## src/rtl/bk_add_seq_pkg.sv

```systemverilog
// Shared types and constants for the bk_add_seq wide add/subtract sequencer.
// SLICE_W is the width of the shared Brent-Kung slice adder.
package bk_add_seq_pkg;

  localparam int SLICE_W = 16;

  typedef enum logic [1:0] {
    IDLE = 2'd0,
    RUN  = 2'd1,
    DONE = 2'd2
  } state_e;

  // The slice counter keeps at least one bit, even when there is only a single slice.
  function automatic int cnt_width(input int n);
    return (n > 1) ? $clog2(n) : 1;
  endfunction

endpackage

```

## src/rtl/bk_slice_add16.sv

```systemverilog
// 16-bit Brent-Kung parallel-prefix adder with carry-in and carry-out.
// The carry-in is folded into the bit-0 generate, so sum[0] = a0 ^ b0 ^ cin.
module bk_slice_add16 (
  input  logic [15:0] a_i,
  input  logic [15:0] b_i,
  input  logic        carry_i,
  output logic [15:0] sum_o,
  output logic        carry_o
);

  logic [15:0] g;
  logic [15:0] p;
  logic [15:0] gg;
  logic [15:0] pp;

  always_comb begin
    g  = a_i & b_i;
    p  = a_i ^ b_i;
    gg = g;
    pp = p;
    gg[0] = g[0] | (p[0] & carry_i);
    // Up-sweep: build the group (g, p) terms at positions 1, 3, 7 and 15.
    for (int l = 0; l < 4; l++) begin
      for (int i = (2 << l) - 1; i < 16; i += (2 << l)) begin
        gg[4'(i)] = gg[4'(i)] | (pp[4'(i)] & gg[4'(i - (1 << l))]);
        pp[4'(i)] = pp[4'(i)] & pp[4'(i - (1 << l))];
      end
    end
    // Down-sweep: fill in the remaining prefix carries from the completed spans.
    for (int l = 2; l >= 0; l--) begin
      for (int i = (2 << l) + (1 << l) - 1; i < 16; i += (2 << l)) begin
        gg[4'(i)] = gg[4'(i)] | (pp[4'(i)] & gg[4'(i - (1 << l))]);
      end
    end
  end

  assign sum_o   = p ^ {gg[14:0], carry_i};
  assign carry_o = gg[15];

endmodule

```

## src/rtl/bk_add_seq.sv

```systemverilog
// Multi-cycle WIDTH-bit add/subtract that drives one 16-bit Brent-Kung slice per cycle, LSB first.
// The optional signed-overflow output is enabled with the macro BK_ADD_SEQ_OVERFLOW_EN.
module bk_add_seq
  import bk_add_seq_pkg::*;
#(
  parameter int WIDTH = 64
) (
  input  logic             clk_i,
  input  logic             rst_i,
  input  logic             valid_i,
  output logic             ready_o,
  input  logic [WIDTH-1:0] a_i,
  input  logic [WIDTH-1:0] b_i,
  input  logic             sub_i,
  input  logic             carry_i,
  output logic             valid_o,
  input  logic             ready_i,
  output logic [WIDTH-1:0] sum_o,
  output logic             carry_o,
`ifdef BK_ADD_SEQ_OVERFLOW_EN
  output logic             overflow_o,
`endif
  output logic             busy_o,
  output state_e           state_o
);

  localparam int N  = WIDTH / SLICE_W;
  localparam int KW = cnt_width(N);
  localparam logic [KW-1:0] K_LAST = KW'(N - 1);

  if (((WIDTH % SLICE_W) != 0) || (WIDTH < SLICE_W)) begin : g_width_chk
    $error("bk_add_seq: WIDTH must be a non-zero multiple of %0d", SLICE_W);
  end

  // Handshake: a request transfers on a rising edge where valid_i & ready_o; a result
  // transfers where valid_o & ready_i. ready_o and valid_o come from state alone.
  state_e state;
  state_e state_nx;

  logic [KW-1:0]      k;
  logic [WIDTH-1:0]   a_q;
  logic [WIDTH-1:0]   b_q;
  logic [WIDTH-1:0]   sum_q;
  logic               carry_q;
  logic [SLICE_W-1:0] slice_a;
  logic [SLICE_W-1:0] slice_b;
  logic [SLICE_W-1:0] slice_sum;
  logic               slice_carry;
  logic               accept;

  assign accept = (state == IDLE) && valid_i;

  always_ff @(posedge clk_i) begin
    if (rst_i) state <= IDLE;
    else       state <= state_nx;
  end

  always_comb begin
    state_nx = state;
    unique case (state)
      IDLE:    if (valid_i) state_nx = RUN;
      RUN:     if (k == K_LAST) state_nx = DONE;
      DONE:    if (ready_i) state_nx = IDLE;
      default: state_nx = IDLE;
    endcase
  end

  // Select the operand slice addressed by the counter.
  always_comb begin
    slice_a = '0;
    slice_b = '0;
    for (int s = 0; s < N; s++) begin
      if (k == KW'(s)) begin
        slice_a = a_q[s*SLICE_W +: SLICE_W];
        slice_b = b_q[s*SLICE_W +: SLICE_W];
      end
    end
  end

  bk_slice_add16 u_slice (
    .a_i     (slice_a),
    .b_i     (slice_b),
    .carry_i (carry_q),
    .sum_o   (slice_sum),
    .carry_o (slice_carry)
  );

  // Subtraction is A + ~B + ~borrow, so B is stored inverted and the carry-in flipped.
  always_ff @(posedge clk_i) begin
    if (rst_i) begin
      k       <= '0;
      a_q     <= '0;
      b_q     <= '0;
      sum_q   <= '0;
      carry_q <= 1'b0;
    end else if (accept) begin
      k       <= '0;
      a_q     <= a_i;
      b_q     <= sub_i ? ~b_i : b_i;
      sum_q   <= '0;
      carry_q <= carry_i ^ sub_i;
    end else if (state == RUN) begin
      for (int s = 0; s < N; s++) begin
        if (k == KW'(s)) sum_q[s*SLICE_W +: SLICE_W] <= slice_sum;
      end
      carry_q <= slice_carry;
      k       <= k + KW'(1);
    end
  end

`ifdef BK_ADD_SEQ_OVERFLOW_EN
  logic ovf_q;

  // Overflow uses the MSB-slice operand signs and result sign at the final slice write.
  always_ff @(posedge clk_i) begin
    if (rst_i || accept) begin
      ovf_q <= 1'b0;
    end else if ((state == RUN) && (k == K_LAST)) begin
      ovf_q <= (slice_a[SLICE_W-1] == slice_b[SLICE_W-1]) &&
               (slice_sum[SLICE_W-1] != slice_a[SLICE_W-1]);
    end
  end

  assign overflow_o = ovf_q;
`endif

  assign ready_o = (state == IDLE);
  assign valid_o = (state == DONE);
  assign busy_o  = (state != IDLE);
  assign sum_o   = sum_q;
  assign carry_o = carry_q;
  assign state_o = state;

endmodule

```

## config.mk

```make
export PLATFORM = sky130hd
export DESIGN_NAME = bk_add_seq
export DESIGN_NICKNAME = d
export VERILOG_FILES = /design/src/rtl/bk_add_seq_pkg.sv /design/src/rtl/bk_slice_add16.sv /design/src/rtl/bk_add_seq.sv
export SDC_FILE = /design/constraint.sdc
export NUM_CORES = 1
export LEC_CHECK = 0
export CORE_ASPECT_RATIO = 1.25
export CORE_MARGIN = 1.5
export CORE_UTILIZATION = 30
export CTS_CLUSTER_SIZE = 25
export DETAILED_ROUTE_END_ITERATION = 12
export HOLD_SLACK_MARGIN = 0.03
export PLACE_DENSITY = 0.52
export SLEW_MARGIN = 20
export SYNTH_ARGS = -nofsm -noshare
export SYNTH_HDL_FRONTEND = slang
export SYNTH_SLANG_ARGS = --single-unit
```

## constraint.sdc

```tcl
create_clock -name clk_i -period 4.8 [get_ports clk_i]
set_clock_uncertainty 0.2 [all_clocks]
set_input_delay 0.72 -clock clk_i [delete_from_list [all_inputs] [get_ports clk_i]]
set_output_delay 0.72 -clock clk_i [all_outputs]
set_load 0.05 [all_outputs]
```

==> impl_metrics.env <==
export IMPL_synth_sequential_area_ratio_pct=42.8
export IMPL_worst_setup_path_start_kind="flip-flop"
export IMPL_min_path_cells=2
export IMPL_layout_commonest_cell="sky130_fd_sc_hd__nand2_1"
export IMPL_reg2reg_setup_slack_ns=0.58
export IMPL_worstReg2RegStart="k[0]"
export IMPL_syn2layout_area_growth_pct=29.2
export IMPL_synth_edf_count=0
export IMPL_wl_per_cell_um=16.9
export IMPL_status="complete, no violations"
export IMPL_synth_lib_cells_used_distinct=34
export IMPL_rsz0062_at_grt="no"
export IMPL_setup_worst_path_end_class="flip-flop"
export IMPL_overflow=0
export IMPL_crit_path_max_fo=19
export IMPL_timing_max_transition_violations_final=0
export IMPL_initial_core_util_pct=30.5
export IMPL_detailedRoute_firstPassIterationCount=5
export IMPL_tritoncts_num_buffers=17
export IMPL_regToRegEndpoint="sum_o[23]"
export IMPL_antenna_found_initial=1
export IMPL_worst_slew_margin_rel_pct=34.8
export IMPL_synthesis_area_per_instance_um2=8.38
export IMPL_post_dp_hpwl_um=20900
export IMPL_place_gp_congestion=0.851
export IMPL_ff2ff_path_depth=15
export IMPL_final_hold_viol_count=0
export IMPL_dpl_instance_area_mm2=0.0113
export IMPL_synthesized_instance_count=1099
export IMPL_portBuffers=203
export IMPL_numClockSinks=197
export IMPL_vias=7771
export IMPL_fp_dieW_um=160
export IMPL_grt_first_pass_wirelength_um=43200
export IMPL_timing_critical_path_required_ns=4.96
export IMPL_max_clock_freq_mhz=237
export IMPL_worst_skew_pair_late_latency_ns=0.44
export IMPL_tightestPinTransition_ns=0.978
export IMPL_finalCriticalPeriod_ns=4.22
export IMPL_min_delay_path_class="reg2reg"
export IMPL_cts_hold_fix_buffers=0
export IMPL_drt_total_wl_um=27800
export IMPL_ratio_of_cells_with_drive_above_1_in_the_final_layout_pct=8.17
export IMPL_n_fill_cell=3122
export IMPL_hold_path_endpoint="a_q[11]"
export IMPL_clk_path_buf_depth=2
export IMPL_cts_clk_slew_worst_paths_ns=0.07
export IMPL_p_total_w=0.00394
export IMPL_drt_first_iter_violations=454
export IMPL_routed_via_density=4.71
export IMPL_maximum_number_of_pins_on_one_net_before_global_route_repair=75
export IMPL_syn_cell_area_mm2=0.00922
export IMPL_synth_ff_latch_count=197
export IMPL_postSynthNetCount=1256
export IMPL_finalSetupTns_ns=0
export IMPL_fin_crit_sh_pct=87.9
export IMPL_drc_errors=0
export IMPL_power_density_mw_per_mm2=331
export IMPL_number_of_global_route_vias_before_repair=7581
export IMPL_setup_violations_final=0
export IMPL_ys_warnings_count=0
export IMPL_final_net_count=1393
export IMPL_cp_data_arrival_time_ns=4.38
export IMPL_hp_start="a_q[11]"
export IMPL_cts_tree="yes"
export IMPL_clockRootBuffer="sky130_fd_sc_hd__clkbuf_16"
export IMPL_setup_worst_path_class="reg2reg"
export IMPL_top_level_ports=204
export IMPL_holdWs_ns=0.257
export IMPL_floorplan_rows=71
export IMPL_post_cts_buffers=0
export IMPL_cellLeakagePower_nw=4.01
export IMPL_cts_resized=0
export IMPL_core_region_area_mm2=0.0302
export IMPL_synthFlopType="sky130_fd_sc_hd__dfxtp_1"
export IMPL_die_area_mm2=0.0318
export IMPL_grt_usage_pct=17.8
export IMPL_mostFrequentLayoutCells="sky130_fd_sc_hd__nand2_1, sky130_fd_sc_hd__clkdlybuf4s50_1, sky130_fd_sc_hd__dfxtp_1, sky130_fd_sc_hd__a21oi_1, sky130_fd_sc_hd__nor2_1"
export IMPL_cap_violations=0
export IMPL_number_of_h_tree_levels=4
export IMPL_asyncSetResetFlopFracSynth_pct=0
export IMPL_drtAntennaViolNets=0
export IMPL_vdd_ir_drop_worst_uv=173
export IMPL_vertical_extent_of_the_die_um=199
export IMPL_finalInstanceArea_mm2=0.0119
[cells in the mapped netlist (3+ instances only)]
cell type	instances	area, um^2
sky130_fd_sc_hd__o31ai_1	4	30.0
sky130_fd_sc_hd__nor2_1	114	428
sky130_fd_sc_hd__a21oi_1	157	786
sky130_fd_sc_hd__o21ai_0	30	150
sky130_fd_sc_hd__inv_1	4	15.0
sky130_fd_sc_hd__buf_4	13	97.6
sky130_fd_sc_hd__dfxtp_1	197	3940
sky130_fd_sc_hd__buf_1	3	11.3
sky130_fd_sc_hd__nand3_1	4	20.0
sky130_fd_sc_hd__nand3b_1	32	240
sky130_fd_sc_hd__a211oi_1	58	435
sky130_fd_sc_hd__xnor2_1	75	657
sky130_fd_sc_hd__a21o_1	6	45.0
sky130_fd_sc_hd__ha_1	18	225
sky130_fd_sc_hd__clkbuf_1	42	158
sky130_fd_sc_hd__fa_1	5	100
sky130_fd_sc_hd__and2_1	4	25.0
sky130_fd_sc_hd__nand2_1	232	871
sky130_fd_sc_hd__a211oi_2	48	601
sky130_fd_sc_hd__buf_2	30	150
sky130_fd_sc_hd__nand2b_1	3	18.8
sky130_fd_sc_hd__buf_6	8	90.1
[metrics by stage]
| stage | util [%] | setup WS (ns) | std cells |
|---|---|---|---|
| after floorplan | - | 1.12 | 1099 |
| after global placement | 37.6 | 0.730 | 1618 |
| after detailed placement | 37.6 | 0.624 | 1618 |
| after CTS | 39.4 | 0.580 | 1649 |
| after global routing | 39.4 | 0.188 | 1649 |
| final | 39.4 | 0.580 | 1650 |
[registers in the layout (all words and copies together), names as in the netlist]
name	cells
b_q	64
state_o	2
sum_o	64
carry_o	1
a_q	64
k	2
[metal layers]
metal / up-vias / GRT usage (%) / part of all wire, %
li1: 3982 / - / -
met1: 3549 / 24.0 / 48
met2: 215 / 28.2 / 46
met3: 25 / 3.65 / 4.7
met4: 0 / 5.87 / 2.1
met5: - / 0 / 0
[final cells by class]
type                       count  area [um^2]  area share, %
multi-input combinational    801         4750           39.9
clock buffer                  20          457           3.84
clock inverter                11         96.3          0.809
tap                          401          502           4.21
timing repair buffer         215         2140           18.0
inverter                       4         15.0          0.126
antenna                        1         2.50         0.0210
sequential                   197         3940           33.1
[cells by family (layout without fill, tap and decap cells)]
kind of cell,count (synthesis),after routing,synth area share (%)
xor+xnor,76,76,7.22
other cells,0,1,0
mux,1,1,0.109
simple gates,395,395,18.0
compound gates,306,306,22.6
flops,197,197,42.8
buf+inv,101,250,5.82
fa+ha+maj,23,23,3.53
[worst max-delay path by stage]
stage,end,slack (ns),from
2_1_floorplan,sum_o[22],1.12,k[0]
6_report,sum_o[23],0.58,k[0]
3_5_place_dp,sum_o[39],0.62,k[0]
5_1_grt,sum_o[55],0.19,k[0]
4_1_cts,sum_o[39],0.58,k[0]
3_3_place_gp,sum_o[39],0.73,k[0]
[worst max-delay path, stage by stage (launching register included)]
cell and delay [ns]:
sky130_fd_sc_hd__dfxtp_1 0.36, sky130_fd_sc_hd__inv_1 0.11, sky130_fd_sc_hd__ha_1 0.61, sky130_fd_sc_hd__buf_4 0.33
sky130_fd_sc_hd__nand3b_1 0.09, sky130_fd_sc_hd__a21oi_1 0.15, sky130_fd_sc_hd__a21oi_1 0.05, sky130_fd_sc_hd__o21ai_0 0.29
sky130_fd_sc_hd__fa_1 0.32, sky130_fd_sc_hd__a211oi_1 0.09, sky130_fd_sc_hd__o21ai_0 0.41, sky130_fd_sc_hd__inv_1 0.13
sky130_fd_sc_hd__fa_1 0.45, sky130_fd_sc_hd__xnor2_1 0.31, sky130_fd_sc_hd__nand2_1 0.09, sky130_fd_sc_hd__a21oi_1 0.15
[report_power, final]
part / switching [W] / internal (W) / leakage (nW) / total, W
Sequential: 0.0000677 / 0.00173 / 1.61 / 0.00180
Clock: 0.000670 / 0.000702 / 0.266 / 0.00137
Combinational: 0.000450 / 0.000324 / 2.13 / 0.000774
Total: 0.00119 / 0.00276 / 4.01 / 0.00394
Power figures use the tool's default switching activity.
